===== src/rtl/cpu_pkg.sv =====
// Shared encodings for the load/store path: FSM states, RISC-V width codes
// and the per-access legality helpers used when a request is accepted.
package cpu_pkg;

  typedef enum logic [2:0] {
    ST_IDLE  = 3'd0,
    ST_LOAD  = 3'd1,
    ST_MERGE = 3'd2,
    ST_WRITE = 3'd3,
    ST_RESP  = 3'd4
  } lsu_state_t;

  localparam logic [2:0] F3_B  = 3'b000;
  localparam logic [2:0] F3_H  = 3'b001;
  localparam logic [2:0] F3_W  = 3'b010;
  localparam logic [2:0] F3_BU = 3'b100;
  localparam logic [2:0] F3_HU = 3'b101;

  // Unsigned widths only exist for loads.
  function automatic logic funct3_legal(input logic we, input logic [2:0] f3);
    logic ok;
    case (f3)
      F3_B, F3_H, F3_W: ok = 1'b1;
      F3_BU, F3_HU:     ok = ~we;
      default:          ok = 1'b0;
    endcase
    return ok;
  endfunction

  function automatic logic addr_aligned(input logic [2:0] f3, input logic [1:0] off);
    logic ok;
    case (f3[1:0])
      2'b00:   ok = 1'b1;
      2'b01:   ok = ~off[0];
      2'b10:   ok = (off == 2'b00);
      default: ok = 1'b0;
    endcase
    return ok;
  endfunction

endpackage


===== src/rtl/lsu_align.sv =====
// Byte-lane logic: extract and extend a load from a memory word, and splice
// store data into the addressed byte/halfword of a word.
module lsu_align
  import cpu_pkg::*;
(
  input  logic [31:0] word,
  input  logic [1:0]  byte_off,
  input  logic [2:0]  funct3,
  input  logic [15:0] wdata,
  output logic [31:0] load_data,
  output logic [31:0] merged
);

  logic [7:0]  byte_s;
  logic [15:0] half_s;

  // Lane select and load extension.
  always_comb begin
    case (byte_off)
      2'd0:    byte_s = word[7:0];
      2'd1:    byte_s = word[15:8];
      2'd2:    byte_s = word[23:16];
      2'd3:    byte_s = word[31:24];
      default: byte_s = 8'd0;
    endcase
    half_s = byte_off[1] ? word[31:16] : word[15:0];
    case (funct3)
      F3_B:    load_data = {{24{byte_s[7]}}, byte_s};
      F3_BU:   load_data = {24'd0, byte_s};
      F3_H:    load_data = {{16{half_s[15]}}, half_s};
      F3_HU:   load_data = {16'd0, half_s};
      default: load_data = word;
    endcase
  end

  // Store merge: only the addressed lane(s) change.
  always_comb begin
    merged = word;
    case (funct3)
      F3_B: begin
        case (byte_off)
          2'd0:    merged[7:0]   = wdata[7:0];
          2'd1:    merged[15:8]  = wdata[7:0];
          2'd2:    merged[23:16] = wdata[7:0];
          2'd3:    merged[31:24] = wdata[7:0];
          default: merged = word;
        endcase
      end
      F3_H: begin
        if (byte_off[1]) begin
          merged[31:16] = wdata;
        end else begin
          merged[15:0] = wdata;
        end
      end
      default: merged = word;
    endcase
  end

endmodule


===== src/rtl/load_store_unit.sv =====
// Single-outstanding load/store unit in front of a word-wide data memory with
// combinational read; sub-word stores are done as read-merge-write.
module load_store_unit
  import cpu_pkg::*;
#(
  parameter int DEPTH_WORDS = 256
) (
  input  logic        clk,
  input  logic        rst,
  input  logic        req_valid,
  output logic        req_ready,
  input  logic        req_we,
  input  logic [2:0]  req_funct3,
  input  logic [31:0] req_addr,
  input  logic [31:0] req_wdata,
  output logic        resp_valid,
  output logic [31:0] resp_rdata,
  output logic        resp_err,
  output logic        mem_write,
  output logic [31:0] mem_address,
  output logic [31:0] mem_write_data,
  input  logic [31:0] mem_read_data
);

  lsu_state_t  state_r, state_next_s;
  logic [2:0]  f3_r;
  logic [31:0] addr_r;
  logic [31:0] wdata_r;
  logic [31:0] rdata_r;
  logic        err_r;
  logic        accept_s;
  logic        err_s;
  logic [31:0] load_s;
  logic [31:0] merged_s;

  assign accept_s = req_valid & (state_r == ST_IDLE);
  assign err_s    = ~funct3_legal(req_we, req_funct3)
                  | ~addr_aligned(req_funct3, req_addr[1:0])
                  | ({2'b00, req_addr[31:2]} >= 32'(DEPTH_WORDS));

  lsu_align u_align (
    .word      (mem_read_data),
    .byte_off  (addr_r[1:0]),
    .funct3    (f3_r),
    .wdata     (wdata_r[15:0]),
    .load_data (load_s),
    .merged    (merged_s)
  );

  // State register.
  always_ff @(posedge clk) begin
    if (rst) begin
      state_r <= ST_IDLE;
    end else begin
      state_r <= state_next_s;
    end
  end

  // Next-state logic.
  always_comb begin
    state_next_s = state_r;
    case (state_r)
      ST_IDLE: begin
        if (!accept_s)        state_next_s = ST_IDLE;
        else if (err_s)       state_next_s = ST_RESP;
        else if (!req_we)     state_next_s = ST_LOAD;
        else if (req_funct3 == F3_W) state_next_s = ST_WRITE;
        else                  state_next_s = ST_MERGE;
      end
      ST_LOAD:  state_next_s = ST_RESP;
      ST_MERGE: state_next_s = ST_WRITE;
      ST_WRITE: state_next_s = ST_RESP;
      ST_RESP:  state_next_s = ST_IDLE;
      default:  state_next_s = ST_IDLE;
    endcase
  end

  // State-decoded outputs; the write strobe is killed by reset in the same cycle.
  always_comb begin
    req_ready      = (state_r == ST_IDLE);
    resp_valid     = (state_r == ST_RESP);
    mem_write      = (state_r == ST_WRITE) & ~rst;
    mem_write_data = wdata_r;
    resp_rdata     = rdata_r;
    resp_err       = err_r;
    if (state_r == ST_IDLE) begin
      mem_address = 32'd0;
    end else begin
      mem_address = {addr_r[31:2], 2'b00};
    end
  end

  // Request latch, load capture and store merge.
  always_ff @(posedge clk) begin
    if (rst) begin
      f3_r    <= 3'd0;
      addr_r  <= 32'd0;
      wdata_r <= 32'd0;
      rdata_r <= 32'd0;
      err_r   <= 1'b0;
    end else begin
      case (state_r)
        ST_IDLE: begin
          if (accept_s) begin
            f3_r    <= req_funct3;
            addr_r  <= req_addr;
            wdata_r <= req_wdata;
            rdata_r <= 32'd0;
            err_r   <= err_s;
          end
        end
        ST_LOAD:  rdata_r <= load_s;
        ST_MERGE: wdata_r <= merged_s;
        default: begin
          rdata_r <= rdata_r;
        end
      endcase
    end
  end

endmodule


===== config.mk =====
export PLATFORM = sky130hd
export DESIGN_NAME = load_store_unit
export DESIGN_NICKNAME = d
export VERILOG_FILES = /design/src/rtl/cpu_pkg.sv /design/src/rtl/lsu_align.sv /design/src/rtl/load_store_unit.sv
export SDC_FILE = /design/constraint.sdc
export NUM_CORES = 1
export LEC_CHECK = 0
export BUFFER_PORTS_ARGS = -buffer_cell sky130_fd_sc_hd__buf_4
export CORE_UTILIZATION = 50
export CTS_CLUSTER_DIAMETER = 50
export DETAILED_ROUTE_END_ITERATION = 8
export GPL_TIMING_DRIVEN = 0
export PLACE_DENSITY = 0.85
export SLEW_MARGIN = 10
export SYNTH_ARGS = -nofsm -noshare
export SYNTH_HDL_FRONTEND = slang
export SYNTH_SLANG_ARGS = --single-unit

===== constraint.sdc =====
create_clock -name clk -period 1.9 [get_ports clk]
set_input_delay 0.19 -clock clk [delete_from_list [all_inputs] [get_ports clk]]
set_output_delay 0.19 -clock clk [all_outputs]
set_load 0.02 [all_outputs]

======== Yosys cells after proc, flatten, opt, wreduce, memory -nomap -nowiden ========
Index checks and enable logic that the tools add are counted.
operators by class
  add/sub/neg operators ................... 0
  equal/unequal tests ..................... 19
  muxes and demuxes ....................... 22
  reductions and logical operators ........ 16
  magnitude comparators ................... 1
  divide/modulo/power cells ............... 0
  multipliers ............................. 0
  shifts and indexed selects .............. 0
  bitwise operators ....................... 9
operators with widths
  operator                                                                               count
  32-bit one-hot mux with 2 select lines                                                 3
  32-bit one-hot mux with 4 select lines                                                 1
  32-bit two-way mux                                                                     3
  16-bit two-way mux                                                                     3
  8-bit two-way mux                                                                      4
  8-bit one-hot mux with 4 select lines                                                  1
  30-bit by 9-bit greater-or-equal comparator with 1-bit output (second input constant)  1
  3-bit == test (second input constant)                                                  5
  3-bit by 1-bit == test with 1-bit output (second input constant)                       3
  3-bit by 2-bit == test with 1-bit output (second input constant)                       3
  3-bit zero test                                                                        3
  3-bit one-hot mux with 3 select lines                                                  1
  2-bit == test (second input constant)                                                  3
  2-bit zero test                                                                        3
  3-bit two-way mux                                                                      2
  3-bit inequality test (second input constant)                                          2
  2-bit AND reduction                                                                    3
  1-bit inverter                                                                         5
  2-bit by 1-bit == test with 1-bit output (second input constant)                       2
  4-bit AND reduction                                                                    1
  2-bit nonzero test                                                                     2
  2-bit OR reduction                                                                     2
  1-bit one-hot mux with 3 select lines                                                  1
  3-bit AND reduction                                                                    1
  7 further kinds                                                                        9
word-level totals
  memories ................................ 0
  output and inout bits ................... 100
  memory bits (read-only) ................. 0
  word-level logic and storage cells ...... 75
  latch bits .............................. 0
  register bits after elaboration ......... 103
  bits in writable memories ............... 0

======== Logic depth before layout (Yosys ltp) ========
  word-level depth ........................ 9
  depth in mapped cells ................... 8
  gate-level depth less buffers ........... 4

======== By module ========
Synthesis repeated with hierarchy kept, for this count alone.
second synthesis, totals
  cell total of the unflattened synthesis .. 733
  area, all modules ....................... 5527.8 um2
by module, submodules not included
  module           instances  cells each  area each (um2)
  load_store_unit  1          513         4131.5
  lsu_align        1          220         1396.3

======== Worst setup path before layout ========
No wires, ideal clock.
  kind .................................... register to output
  start point ............................. register state_r[2]
  end point ............................... output port mem_address[22]
  data arrival time ....................... 1555 ps
  slack ................................... 155 ps
  path buffers ............................ 2
  required time ........................... 1710 ps
  stages on the path, launching flop included .. 6
  cell sequence ........................... dfxtp_1 -> buf_6 -> or2_2 -> nor2_1 -> clkbuf_1 -> nor2b_1
on the way
  cells in the longest elaborated chain, start to end .. 2
ends and longest elaborated chain
  what                    line                   text
  start, declared         load_store_unit.sv:25  lsu_state_t state_r, state_next_s;
  start signal, assigned  load_store_unit.sv:55  state_r <= state_next_s;
  3-bit zero test         -
  via req_ready           load_store_unit.sv:11  output logic req_ready,
  32-bit two-way mux      load_store_unit.sv:86  if (state_r == ST_IDLE) begin
  end, declared           load_store_unit.sv:20  output logic [31:0] mem_address,
The timed path passes the listed nets, and every way through them passes these cells.

======== Worst setup path after layout ========
  start point ............................. register state_r[0]
  end point ............................... output port mem_address[10]
on the way
  cells in the longest elaborated chain, start to end .. 2
ends and longest elaborated chain
  what                line
  3-bit zero test     load_store_unit.sv:86
  32-bit two-way mux  load_store_unit.sv:86
Every way passes these cells.

==> flow_metrics.py <==
metrics = {
    "synthesis": {
        "ys_warn_count": 0,
        "synth_fa_ha_area_frac": 0,
        "synth_compound_area_frac": 0.2338,
        "syn_area_mm2": 0.005335,
        "synth_top_area_cell": "dfxtp_1",
        "synth_area_leaders": "dfxtp_1 39%, nand2_1 6.5%, nor2b_1 5.9%",
        "synth.yosys.seq_area_share": 0.3865,
        "synthDominantCellAreaShare": 0.3865,
        "async_flop_share": 0,
        "synthXorXnorAreaFrac": 0,
        "syn_inst": 628,
        "syn_area_per_cell_um2": 8.495,
        "yosys.area_share.simple": 0.2598,
        "synth_ff_type": "dfxtp_1",
        "synth_top_family_by_area": "simple AND/OR/NAND/NOR gates",
        "synth_edf_count": 0,
        "synthMuxAreaShare": 0.05675,
        "synth_seq_cells": 103,
        "synth.distinct_cells": 51,
    },
    "drt": {
        "drt-met1-wl_um": 7276,
        "drc": 0,
        "antenna_left": 0,
        "wl_met2_um": 9334,
        "vias": 5926,
        "wl_met3_um": 1815,
        "totalWireLength_um": 19270,
        "drtIter0Drc": 380,
        "vias_per_cell": 5.962,
        "wl_per_cell_um": 19.38,
        "top_layer_used": "met4",
        "first_pass_iters": 7,
    },
    "placement": {
        "dp_hpwl_um": 14420,
        "numPortBuffers": 200,
        "place.gp.congestion": 0.9254,
        "post_dp_cell_area_mm2": 0.007010,
    },
    "floorplanning": {
        "core_mm2": 0.01032,
        "placementRows": 37,
        "boundaryPins": 203,
        "die_w_um": 105.3,
        "floorplan.initialDensity": 0.5168,
        "die_y_um": 105.3,
        "die_area_mm2": 0.01109,
    },
    "layout": {
        "final_common_cell": "buf_4",
        "layout_common_cells": "215 x buf_4, 99 x dfxtp_1, 92 x nand2_1, 51 x a21oi_1, 46 x nor2b_1",
        "diodes": 0,
        "drive_above_1_share": 0.3753,
        "fillCellCount": 761,
        "fin_util": 0.7262,
        "fin_area_mm2": 0.007497,
        "syn_to_final_growth_pct": 40.53,
        "fin_nets": 956,
    },
    "clock_tree": {
        "ctsLongestPathBuffers": 2,
        "clock_latency_ns": 0.37,
        "tritoncts": "built",
        "path_clk_slew_ns": 0.10,
        "cts_htree_levels": 3,
        "numCtsBuffers": 9,
        "hold_buffers": 0,
        "cts-root-buf": "clkbuf_8",
        "clock-sinks": 103,
    },
    "pwr": {
        "cellPowerDensity_mw_per_mm2": 630.7,
        "max-vdd-ir-drop_mv": 0.4776,
        "p_leak_uw": 0.003171,
    },
    "run": {
        "cap_violations": 0,
    },
    "worst_setup_path": {
        "crit_fanout": 7,
        "critPathKind": "flip-flop to output pin",
        "required_ns": 1.71,
        "crit_arrival_ns": 1.68,
        "end_kind": "output pin",
        "start_kind": "flip-flop",
    },
    "sta": {
        "setup_viol": 0,
        "slew_violations": 0,
        "finalCriticalPeriod_ns": 1.874,
        "hold_viol_final": 0,
        "fin_crit_sh": 0.9862,
        "hold_ws_ns": 0.06394,
        "relSlewSlack": 0.5742,
        "skew_ns": 0.009702,
        "fmax_mhz": 533.7,
        "tightest_slew_ns": 0.6387,
    },
    "global_routing": {
        "grt_max_degree": 20,
        "overflow": 0,
        "first_global_vias": 5645,
        "antenna_found_initial": 0,
        "grt_pass1_wl_um": 29230,
        "grt_usage": 0.3383,
    },
    "worst_hold_path": {
        "worst_hold_path_type": "primary input to flip-flop",
    },
    "outcome": {
        "status": "finished, final reports clean",
    },
}
[report_power, final]
group          switching, uW  internal (uW)  leakage [uW]
Sequential              79.0           2250      0.000844
Clock                    764            547     0.0000894
Combinational            588            500       0.00224
[cell type report]
cell class	instances	area (um^2)	share of cell area
Multi-Input combinational cell	463	3017	0.4024
Sequential cell	103	2069	0.2760
Tap cell	136	170.2	0.02270
Buffer	56	377.9	0.05040
Clock inverter	3	17.52	0.002336
Clock buffer	13	158.9	0.02119
Timing Repair Buffer	215	1668	0.2225
Inverter	5	18.77	0.002503
[flip-flops by register name, summed over array words and instances, names as in the netlist]
name,cells
addr_r,32
f3_r,3
mem_write_data,32
resp_err,1
resp_rdata,32
state_r,3
[stage by stage]
stage	setup WS, ns	total power (uW)	cells	TNS (ns)
final	0.02626	4728	994	0
after global routing	-0.02107	4897	994	-0.1158
after CTS	0.0001049	4641	982	0
after detailed placement	-0.1805	3364	965	-4.254
after global placement	-0.1243	3339	965	-1.413
after floorplan	0.1553	2891	629	0
[logic make-up after synthesis]
family | count (synthesis)
buffers and inverters | 63
muxes | 26
other | 1
DFF | 103
and+or+nand+nor | 258
AOI/OAI and AO/OA | 177
[path summary, 6_finish.rpt]
path	from	endpoint	slack (ns)	cells after the start
max	state_r[0]	mem_address[10]	0.03	7
min	req_addr[10]	addr_r[10]	0.06	3
max reg2reg	addr_r[0]	resp_rdata[15]	0.04	5
min reg2reg	addr_r[13]	addr_r[13]	0.46	2
[worst max-delay path, stage by stage, from the launching register on]
cell	delay [ns]
dfxtp_2	0.33
buf_8	0.13
or2_4	0.24
nor2_4	0.13
buf_12	0.14
clkbuf_16	0.14
nor2b_1	0.05
buf_4	0.15
[synth_stat cells, types with 2 or more instances]
cell	instances
nand2_1	92
nor2b_1	50
buf_6	7
o221ai_1	7
a21oi_1	52
a221o_1	16
nand3_1	34
a211oi_1	26
and3_1	17
buf_4	5
or2_2	9
o21ai_0	31
mux2i_1	10
nor3b_2	4
nand2b_1	10
inv_1	5
o21ai_1	2
a21boi_0	7
clkbuf_1	25
nor3_4	2
and2b_1	4
a311oi_1	16
nor3_1	2
dfxtp_1	103
buf_2	20
nor4b_1	2
mux2_2	14
mux4_2	2
nor4_1	6
nor2_1	18
a32o_1	9
a31o_2	2
[metal layers]
| metal | track usage | vias to the layer above |
|---|---|---|
| met5 | 0 | - |
| met4 | 0.1579 | 0 |
| met3 | 0.07483 | 60 |
| met2 | 0.5686 | 361 |
| met1 | 0.4107 | 2782 |
| li1 | - | 2723 |
[timing repair]
| item | CTS | global route |
|---|---|---|
| gates resized for setup | 20 | 48 |
| buffers inserted | 2 | 12 |
| pin swaps | 2 | 5 |
| gates cloned | 0 | 1 |
| setup endpoints to repair | 107 | 114 |
Note: power is estimated with default switching activity, not from simulation.
